===== src/rtl/typing_session.sv =====
// -----------------------------------------------------------------------------
// typing_session
// Typing-practice session controller. A target sentence is read byte by byte
// from an external combinational ROM. Each received key is compared with the
// current sentence character; correct keys are echoed over the UART and advance
// the pointer, wrong keys bump a saturating error counter. A BCD stopwatch
// measures the time from the first key until the sentence terminator (0x00)
// is reached. In DONE, a carriage return (0x0D) re-arms the session.
//
// Optional build macro:
//   TYPING_MISMATCH_ECHO_EN - wrong keys transmit BEL (0x07) instead of
//                             being silently counted.
//
// Ports:
//   clk, rst        clock, synchronous active-high reset
//   w_RX_DV         one-cycle strobe: w_RX_Byte valid
//   w_RX_Byte       received key
//   tx_done         UART transmit complete
//   sel             sentence select (sampled in IDLE only)
//   rom_addr        sentence ROM address
//   rom_data        ROM data for rom_addr, same cycle
//   out_byte        byte to transmit
//   uart_tx_go      transmit request
//   time_bcd        packed BCD elapsed time, digit 0 = deciseconds
//   err_count       saturating mismatch count
//   done            sentence complete
//   time_ovf        stopwatch saturated at all nines (sticky)
// -----------------------------------------------------------------------------
module typing_session #(
    parameter int unsigned ADDR_W   = 11,
    parameter int unsigned SEL_W    = 2,
    parameter int unsigned SHIFT    = 9,
    parameter int unsigned DIGITS   = 3,
    parameter int unsigned TICK_DIV = 10000000,
    parameter int unsigned ERR_W    = 8
) (
    input  logic                  clk,
    input  logic                  rst,
    input  logic                  w_RX_DV,
    input  logic [7:0]            w_RX_Byte,
    input  logic                  tx_done,
    input  logic [SEL_W-1:0]      sel,
    output logic [ADDR_W-1:0]     rom_addr,
    input  logic [7:0]            rom_data,
    output logic [7:0]            out_byte,
    output logic                  uart_tx_go,
    output logic [4*DIGITS-1:0]   time_bcd,
    output logic [ERR_W-1:0]      err_count,
    output logic                  done,
    output logic                  time_ovf
);

    localparam int unsigned TIME_W = 4 * DIGITS;
    localparam int unsigned PRE_W  = (TICK_DIV > 1) ? $clog2(TICK_DIV) : 1;
    localparam logic [PRE_W-1:0] PRE_LAST = PRE_W'(TICK_DIV - 1);
    localparam logic [7:0] CR = 8'h0D;
`ifdef TYPING_MISMATCH_ECHO_EN
    localparam logic [7:0] BEL = 8'h07;
`endif

    typedef enum logic [1:0] {
        IDLE = 2'd0,
        RUN  = 2'd1,
        TX   = 2'd2,
        DONE = 2'd3
    } state_t;

    state_t state, state_d;

    logic [ADDR_W-1:0] base_sel;
    logic [ADDR_W-1:0] addr_d;
    logic [7:0]        out_d;
    logic              go_d;
    logic [ERR_W-1:0]  err_d;
    logic [ERR_W-1:0]  err_inc;
    logic              sw_clear;
    logic              ret_run;
    logic              bel_d;

    logic [PRE_W-1:0]  presc, presc_d;
    logic [TIME_W-1:0] time_d;
    logic              ovf_d;
    logic              running;
    logic              tick;
    logic              all_nine;
    logic              carry;

    // Sentence base address for the currently selected slot
    assign base_sel = ADDR_W'(sel) << SHIFT;

    // Saturating error increment
    assign err_inc = (err_count == {ERR_W{1'b1}}) ? err_count : err_count + ERR_W'(1);

`ifdef TYPING_MISMATCH_ECHO_EN
    // Remembers that the current TX carries a BEL, so return goes to RUN
    logic bel_q;
    always_ff @(posedge clk) begin
        if (rst) begin
            bel_q <= 1'b0;
        end else begin
            bel_q <= bel_d;
        end
    end
    assign ret_run = bel_q;
`else
    assign ret_run = 1'b0;
`endif

    // Next-state and datapath decisions
    always_comb begin
        state_d  = state;
        addr_d   = rom_addr;
        out_d    = out_byte;
        go_d     = 1'b0;
        err_d    = err_count;
        sw_clear = 1'b0;
        bel_d    = 1'b0;

        case (state)
            IDLE: begin
                addr_d = base_sel;
                if (w_RX_DV) begin
                    sw_clear = 1'b1;
                    err_d    = '0;
                    if (rom_data == 8'h00) begin
                        state_d = DONE;
                    end else if (w_RX_Byte == rom_data) begin
                        out_d   = w_RX_Byte;
                        addr_d  = rom_addr + ADDR_W'(1);
                        state_d = TX;
                    end else begin
                        // First key was wrong: count it against a fresh counter
                        err_d  = ERR_W'(1);
                        addr_d = rom_addr;
`ifdef TYPING_MISMATCH_ECHO_EN
                        out_d   = BEL;
                        bel_d   = 1'b1;
                        state_d = TX;
`else
                        state_d = RUN;
`endif
                    end
                end
            end

            RUN: begin
                if (w_RX_DV) begin
                    if (w_RX_Byte == rom_data) begin
                        out_d   = w_RX_Byte;
                        addr_d  = rom_addr + ADDR_W'(1);
                        state_d = TX;
                    end else begin
                        err_d = err_inc;
`ifdef TYPING_MISMATCH_ECHO_EN
                        out_d   = BEL;
                        bel_d   = 1'b1;
                        state_d = TX;
`endif
                    end
                end
            end

            TX: begin
                // Request is raised one cycle after entry and held until tx_done
                bel_d = ret_run;
                go_d  = 1'b1;
                if (uart_tx_go && tx_done) begin
                    go_d  = 1'b0;
                    bel_d = 1'b0;
                    if (ret_run || (rom_data != 8'h00)) begin
                        state_d = RUN;
                    end else begin
                        state_d = DONE;
                    end
                end
            end

            DONE: begin
                if (w_RX_DV && (w_RX_Byte == CR)) begin
                    state_d = IDLE;
                end
            end

            default: begin
                state_d = IDLE;
            end
        endcase
    end

    // Stopwatch: prescaler and BCD digit chain
    assign running  = (state == RUN) || (state == TX);
    assign tick     = running && (presc == PRE_LAST);
    assign all_nine = (time_bcd == {DIGITS{4'd9}});

    always_comb begin
        presc_d = presc;
        time_d  = time_bcd;
        ovf_d   = time_ovf;
        carry   = 1'b0;

        if (sw_clear) begin
            // A start always clears, even if a tick coincides
            presc_d = '0;
            time_d  = '0;
            ovf_d   = 1'b0;
        end else if (running) begin
            presc_d = tick ? '0 : presc + PRE_W'(1);
            if (tick) begin
                if (all_nine) begin
                    ovf_d = 1'b1;
                end else begin
                    carry = 1'b1;
                    for (int i = 0; i < DIGITS; i++) begin
                        if (carry) begin
                            if (time_bcd[4*i +: 4] == 4'd9) begin
                                time_d[4*i +: 4] = 4'd0;
                            end else begin
                                time_d[4*i +: 4] = time_bcd[4*i +: 4] + 4'd1;
                                carry = 1'b0;
                            end
                        end
                    end
                end
            end
        end
    end

    // State and output registers
    always_ff @(posedge clk) begin
        if (rst) begin
            state      <= IDLE;
            rom_addr   <= base_sel;
            out_byte   <= 8'h00;
            uart_tx_go <= 1'b0;
            err_count  <= '0;
            done       <= 1'b0;
            presc      <= '0;
            time_bcd   <= '0;
            time_ovf   <= 1'b0;
        end else begin
            state      <= state_d;
            rom_addr   <= addr_d;
            out_byte   <= out_d;
            uart_tx_go <= go_d;
            err_count  <= err_d;
            done       <= (state_d == DONE);
            presc      <= presc_d;
            time_bcd   <= time_d;
            time_ovf   <= ovf_d;
        end
    end

endmodule


===== config.mk =====
export PLATFORM = sky130hd
export DESIGN_NAME = typing_session
export DESIGN_NICKNAME = d
export VERILOG_FILES = /design/src/rtl/typing_session.sv
export SDC_FILE = /design/constraint.sdc
export NUM_CORES = 1
export LEC_CHECK = 0
export CORE_UTILIZATION = 52
export CTS_CLUSTER_DIAMETER = 50
export DETAILED_ROUTE_END_ITERATION = 12
export GPL_TIMING_DRIVEN = 0
export PLACE_DENSITY = 0.89
export SETUP_SLACK_MARGIN = 0.4
export SYNTH_ARGS = -nofsm -noshare
export SYNTH_HDL_FRONTEND = slang
export SYNTH_SLANG_ARGS = --single-unit

===== constraint.sdc =====
create_clock -name clk -period 2.7 [get_ports clk]
set_input_delay 0.27 -clock clk [delete_from_list [all_inputs] [get_ports clk]]
set_output_delay 0.27 -clock clk [all_outputs]
set_load 0.05 [all_outputs]

# Word-level counts from Yosys, hierarchy flattened
# Index checks and enable logic that the tools add are counted.
# Widths: inputs -> output; s select.
[word_totals]
memories = 0
register_bits = 68
rom_bits = 0
word_cells = 102
ramBits = 0
output_inout_bits = 42
latchBits = 0
[op_classes]
n_mul = 0
reduce_logical = 19
n_eq_ne = 18
n_div = 0
muxes = 45
n_lt_le_gt_ge = 0
bitwise_logic = 2
addsub = 6
shift = 0
[ops]
columns = ["cell", "n"]
rows = [
  ["$mux 8", 8],
  ["$mux 11", 5],
  ["$pmux 8 s2", 2],
  ["$add 24x1->24 const B", 1],
  ["$eq 24x24->1 const B", 1],
  ["$mux 24", 1],
  ["$pmux 11 s2", 1],
  ["$mux 1", 16],
  ["$mux 2", 8],
  ["$add 4x1->4 const B", 3],
  ["$eq 12x12->1 const B", 1],
  ["$eq 4x4->1 const B", 3],
  ["$mux 4", 3],
  ["$reduce_and 4->1", 3],
  ["$add 11x1->11 const B", 1],
  ["$ne 2x2->1 const B", 5],
  ["$add 8x1->8 const B", 1],
  ["$eq 8x4->1 const B", 1],
  ["$eq 8x8->1", 1],
  ["$eq 8x8->1 const B", 1],
  ["$logic_not 8->1", 1],
  ["$pmux 2 s4", 1],
  ["$reduce_bool 8->1", 1],
  ["$eq 2x2->1 const B", 3],
  ["other kinds (12)", 18],
]

# Longest topological paths before layout
[depth]
depth_word = 12
mapped_depth = 9
depth_no_buf = 8

# Worst setup path after synthesis
# OpenSTA, ideal clock, no wires.
[synth_timing]
path_type = "register -> register"
startpoint = "reg state[1]"
endpoint = "reg presc[10]"
slack_ps = 526
path_stages_with_launch = 9
arrival_time_ps = 2057
n_path_buf = 1
period_less_slack_ps = 2174
path_cell_list = "dfxtp_1 inv_1 ha_1 and3_1 nand4_4 nor3_2 or2_0 buf_2 nor2_1"
[synth_between]
elab_chain_len = 4
word_cells_on_any_way = 8
cone_classes = "eq/ne (2); mux (2); reduce/logical (4)"
[synth_rtl]
columns = ["item", "line_no", "rtl"]
rows = [
  ["start, declared", "68", "state_t state, state_d;"],
  ["start signal, assigned", "241", "state <= state_d;"],
  ["$eq 2x1->1 / $eq 2x2->1 (equally long branches)", "191", "assign running = (state == RUN) || (state == TX);"],
  ["$logic_or 1x1->1 *", "191", ""],
  ["via running", "83", "logic running;"],
  ["$logic_and 1x1->1", "192", "assign tick = running && (presc == PRE_LAST);"],
  ["$mux 24", "207", "presc_d = tick ? '0 : presc + PRE_W'(1);"],
  ["end signal, assigned", "247", "presc <= presc_d;"],
  ["end, declared", "80", "logic [PRE_W-1:0] presc, presc_d;"],
]
# The timed path passes the listed nets; every way through them passes the cells marked *.
# A chain may end at the register's enable or synchronous reset.

# Final worst setup path
[layout_timing]
startpoint = "in rom_data[5]"
endpoint = "reg err_count[4]"
[layout_between]
elab_chain_len = 3
[layout_rtl]
columns = ["item", "line_no", "rtl"]
rows = [
  ["start, declared", "44", "input logic [7:0] rom_data,"],
  ["$eq 8x8->1", "148", "if (w_RX_Byte == rom_data) begin"],
  ["$ne 2x2->1 (no line)", "--", ""],
  ["$reduce_and 5->1 (no line)", "--", ""],
  ["end signal, assigned", "245", "err_count <= err_d;"],
  ["end, declared", "48", "output logic [ERR_W-1:0] err_count,"],
]
# No other way between the ends.

==> metrics.md <==
| Metric | Value |
|---|---|
| Dominant cell type by area after synthesis | dfxtp_1 |
| Global Route Usage Sum | 26.8% |
| Net count after synthesis | 423 |
| Worst skew pair latency | 360 ps |
| Fillers | 420 |
| First-pass detailed-route iteration total | 5 |
| Fin. max-slew vios | 0 |
| Synthesis Warnings | 0 |
| Worst VDD drop | 0.000297 V |
| Reg clk slew, reported paths | 80 ps |
| Slowest Stage Delay on Critical Path | 490 ps |
| Leak | 1.58 nW |
| Rel. slew slack | 51.0% |
| Period minus WS final | 2200 ps |
| Die height | 82.5 um |
| Area Growth Syn to Fin | 31.9% |
| CP bufs+invs | 2 |
| Critical Path, Cell by Cell | clkdlybuf4s50_1 > xor2_1 > nor4_1 > nand2_2 > a32oi_1 > buf_2 > or3_1 > a21oi_1 |
| PwrDens | 499 nW/um^2 |
| Yosys top cell area share | 39.2% |
| DP Wirelength | 5780 um |
| CTS buffer count | 9 |
| Post-Layout Cell Count | 553 |
| Yosys cell types | 51 |
| Antenna violations before repair | 0 |
| # IOs | 64 |
| Worst clock skew | 18.1 ps |
| Post-synthesis sequential area ratio | 40.9% |
| Longest Clk Path Bufs | 2 |
| Die W | 82.5 um |
| Sequential cell area | 1380 um^2 |
| Synth Instances | 394 |
| Root buf cell | clkbuf_8 |
| Slew @ Worst Pin | 727 ps |
| Worst setup margin | 504 ps |
| CP delay by family, top | buffers and inverters |
| RSZ-0062 raised after global routing | false |
| Critical Path End Type | register |
| Max-Cap Viols | 0 |
| Synth Flop Type | dfxtp_1 |
| Vias per inst | 5.83 |
| Die area | 6810 um^2 |
| Max Clock Freq | 455 MHz |
| Worst Setup Slack post-DPL | 40.2 ps |
| Port bufs | 63 |
| Tcrit/Tclk final | 81.3% |
| GRT Residual Overflow | 0 |
| Most common cell in the netlist | dfxtp_1 |
| DRC viols | 0 |
| Clk sink count | 68 |
| Hold_buf cts | 0 |
| Setup_tns | 0 ps |
| Number of synthesized flops with an enable pin | 2 |
| Critical path's slowest cell | clkdlybuf4s50_1 |
| Mean Syn Cell Area | 8.56 um^2 |
| Detail Route Antenna Nets | 0 |
| Critical Path RT | 2910 ps |
| Synth top cells by count | dfxtp_1, nor2_1, nand2_1 |
| Min-delay worst type | register to register |
| H-tree depth | 3 |
| Crit start category | input port |
| Fin nets | 502 |
| Ant. Diodes | 0 |
| CTS tree | yes |
| WL final | 8440 um |
| Share of cells above drive strength 1 | 9.21% |
| Area of the multi-input gates | 1970 um^2 |
| Status | completed |
| Synth async-reset ratio | 0% |
| Critical Path AT | 2400 ps |
| Critical path fanouts, max | 10 |
| Top post-synthesis cells by area | dfxtp_1, xor2_1, nor2_1 |
| Largest net degree at the start of global routing | 13 |
| Vias in the first global route | 3148 |
| Core ar. | 6100 um^2 |
| Final GP Congestion | 0.808 |
| Netlist Area Pre-Place | 3370 um^2 |
| #FFs+latches synth | 68 |
| CP Class | input port to register |
| Cell total after placement | 532 |
| Starting Density | 55.3% |
| Setup Viol. Count Final | 0 |
| Global-route wire length before repair | 13900 um |
| Wire length per cell | 15.3 um |
| # rows | 28 |
| DR iter-0 viols | 212 |
| Via count | 3222 |
| Fin Hold WS | 488 ps |
| Final Hold Fails | 0 |
==> per-layer routing <==
layer  wire length, um  up-vias  global-route usage (%)
met2              4300      104                    46.8
met1              3400     1541                    29.6
li1                  -     1548                       -
met4               341        0                    17.2
met5                 0        -                       0
met3               402       29                    5.38
==> cell type report <==
type | count | area share (%)
Clock buffer | 10 | 3.09
Inverter | 13 | 1.10
Clock inverter | 6 | 1.97
Sequential cell | 68 | 31.1
Tap cell | 75 | 2.11
Multi-Input combinational cell | 303 | 44.3
Buffer | 10 | 1.01
Timing Repair Buffer | 68 | 15.3
==> kinds of logic after synthesis <==
family,count (synthesis),share of synthesized area [%]
buffers and inverters,23,2.74
XOR/XNOR,44,11.4
flip-flops,68,40.9
adder cells (fa/ha/maj),7,2.60
AND/OR/NAND/NOR,191,29.7
multiplexers,11,3.26
AO/OA/AOI/OAI,50,9.35
==> registers in the layout (all words and copies together) (netlist names) <==
register and flops:
done 1, err_count 8, out_byte 8, presc 24, rom_addr 11, state 2
time_bcd 12, time_ovf 1, uart_tx_go 1
==> path summary, 6_finish.rpt <==
kind	startpoint	to	slack [ps]	cells past startpoint
worst min-delay path	time_ovf	time_ovf	490	2
worst max-delay path	rom_data[5]	err_count[4]	500	8
worst max register to register	state[0]	out_byte[0]	530	10
worst min register to register	time_ovf	time_ovf	490	2
==> through the flow <==
stage          instance area (um^2)  util, %  power [mW]
2_1_floorplan                  3370        -        1.18
3_3_place_gp                   4100     67.2        1.26
3_5_place_dp                   4100     67.2        1.27
4_1_cts                        4400     72.2        2.21
5_1_grt                        4450     73.0        2.28
6_report                       4450     73.0        2.22
==> report_power, final <==
part	internal, mW	leakage (nW)	switching, mW	total, mW
clock	0.545	0.116	0.410	0.954
combinational	0.0909	0.906	0.141	0.232
sequential	1.02	0.553	0.0128	1.03
total	1.66	1.58	0.563	2.22
==> cell usage in the layout (no fill, tap or decap), types with 10 or more instances in the layout <==
cell type and n:
dfxtp_1 64, xnor2_1 16, o21ai_0 11, xor2_1 28, clkbuf_8 10, mux2i_1 11, nor2_1 61, nand3_1 18
nand2_1 42, a21oi_1 20, inv_1 12, nor4_1 10, clkdlybuf4s50_1 63
==> repair_timing <==
action / in CTS / in global routing
buffers inserted: 4 / 1
setup endpoints to repair: 42 / 49
gates resized for setup: 8 / 11
pin swaps: 4 / 1
==> worst register-to-register path: stages, from the launching register on <==
cell	delay (ps)
dfxtp_2	350
inv_1	140
ha_4	150
buf_2	220
nor2b_4	210
nor2_1	60
clkbuf_2	210
a211oi_4	280
buf_12	170
mux2i_1	190
nor2_1	60
Power figures use the tool's default switching activity.
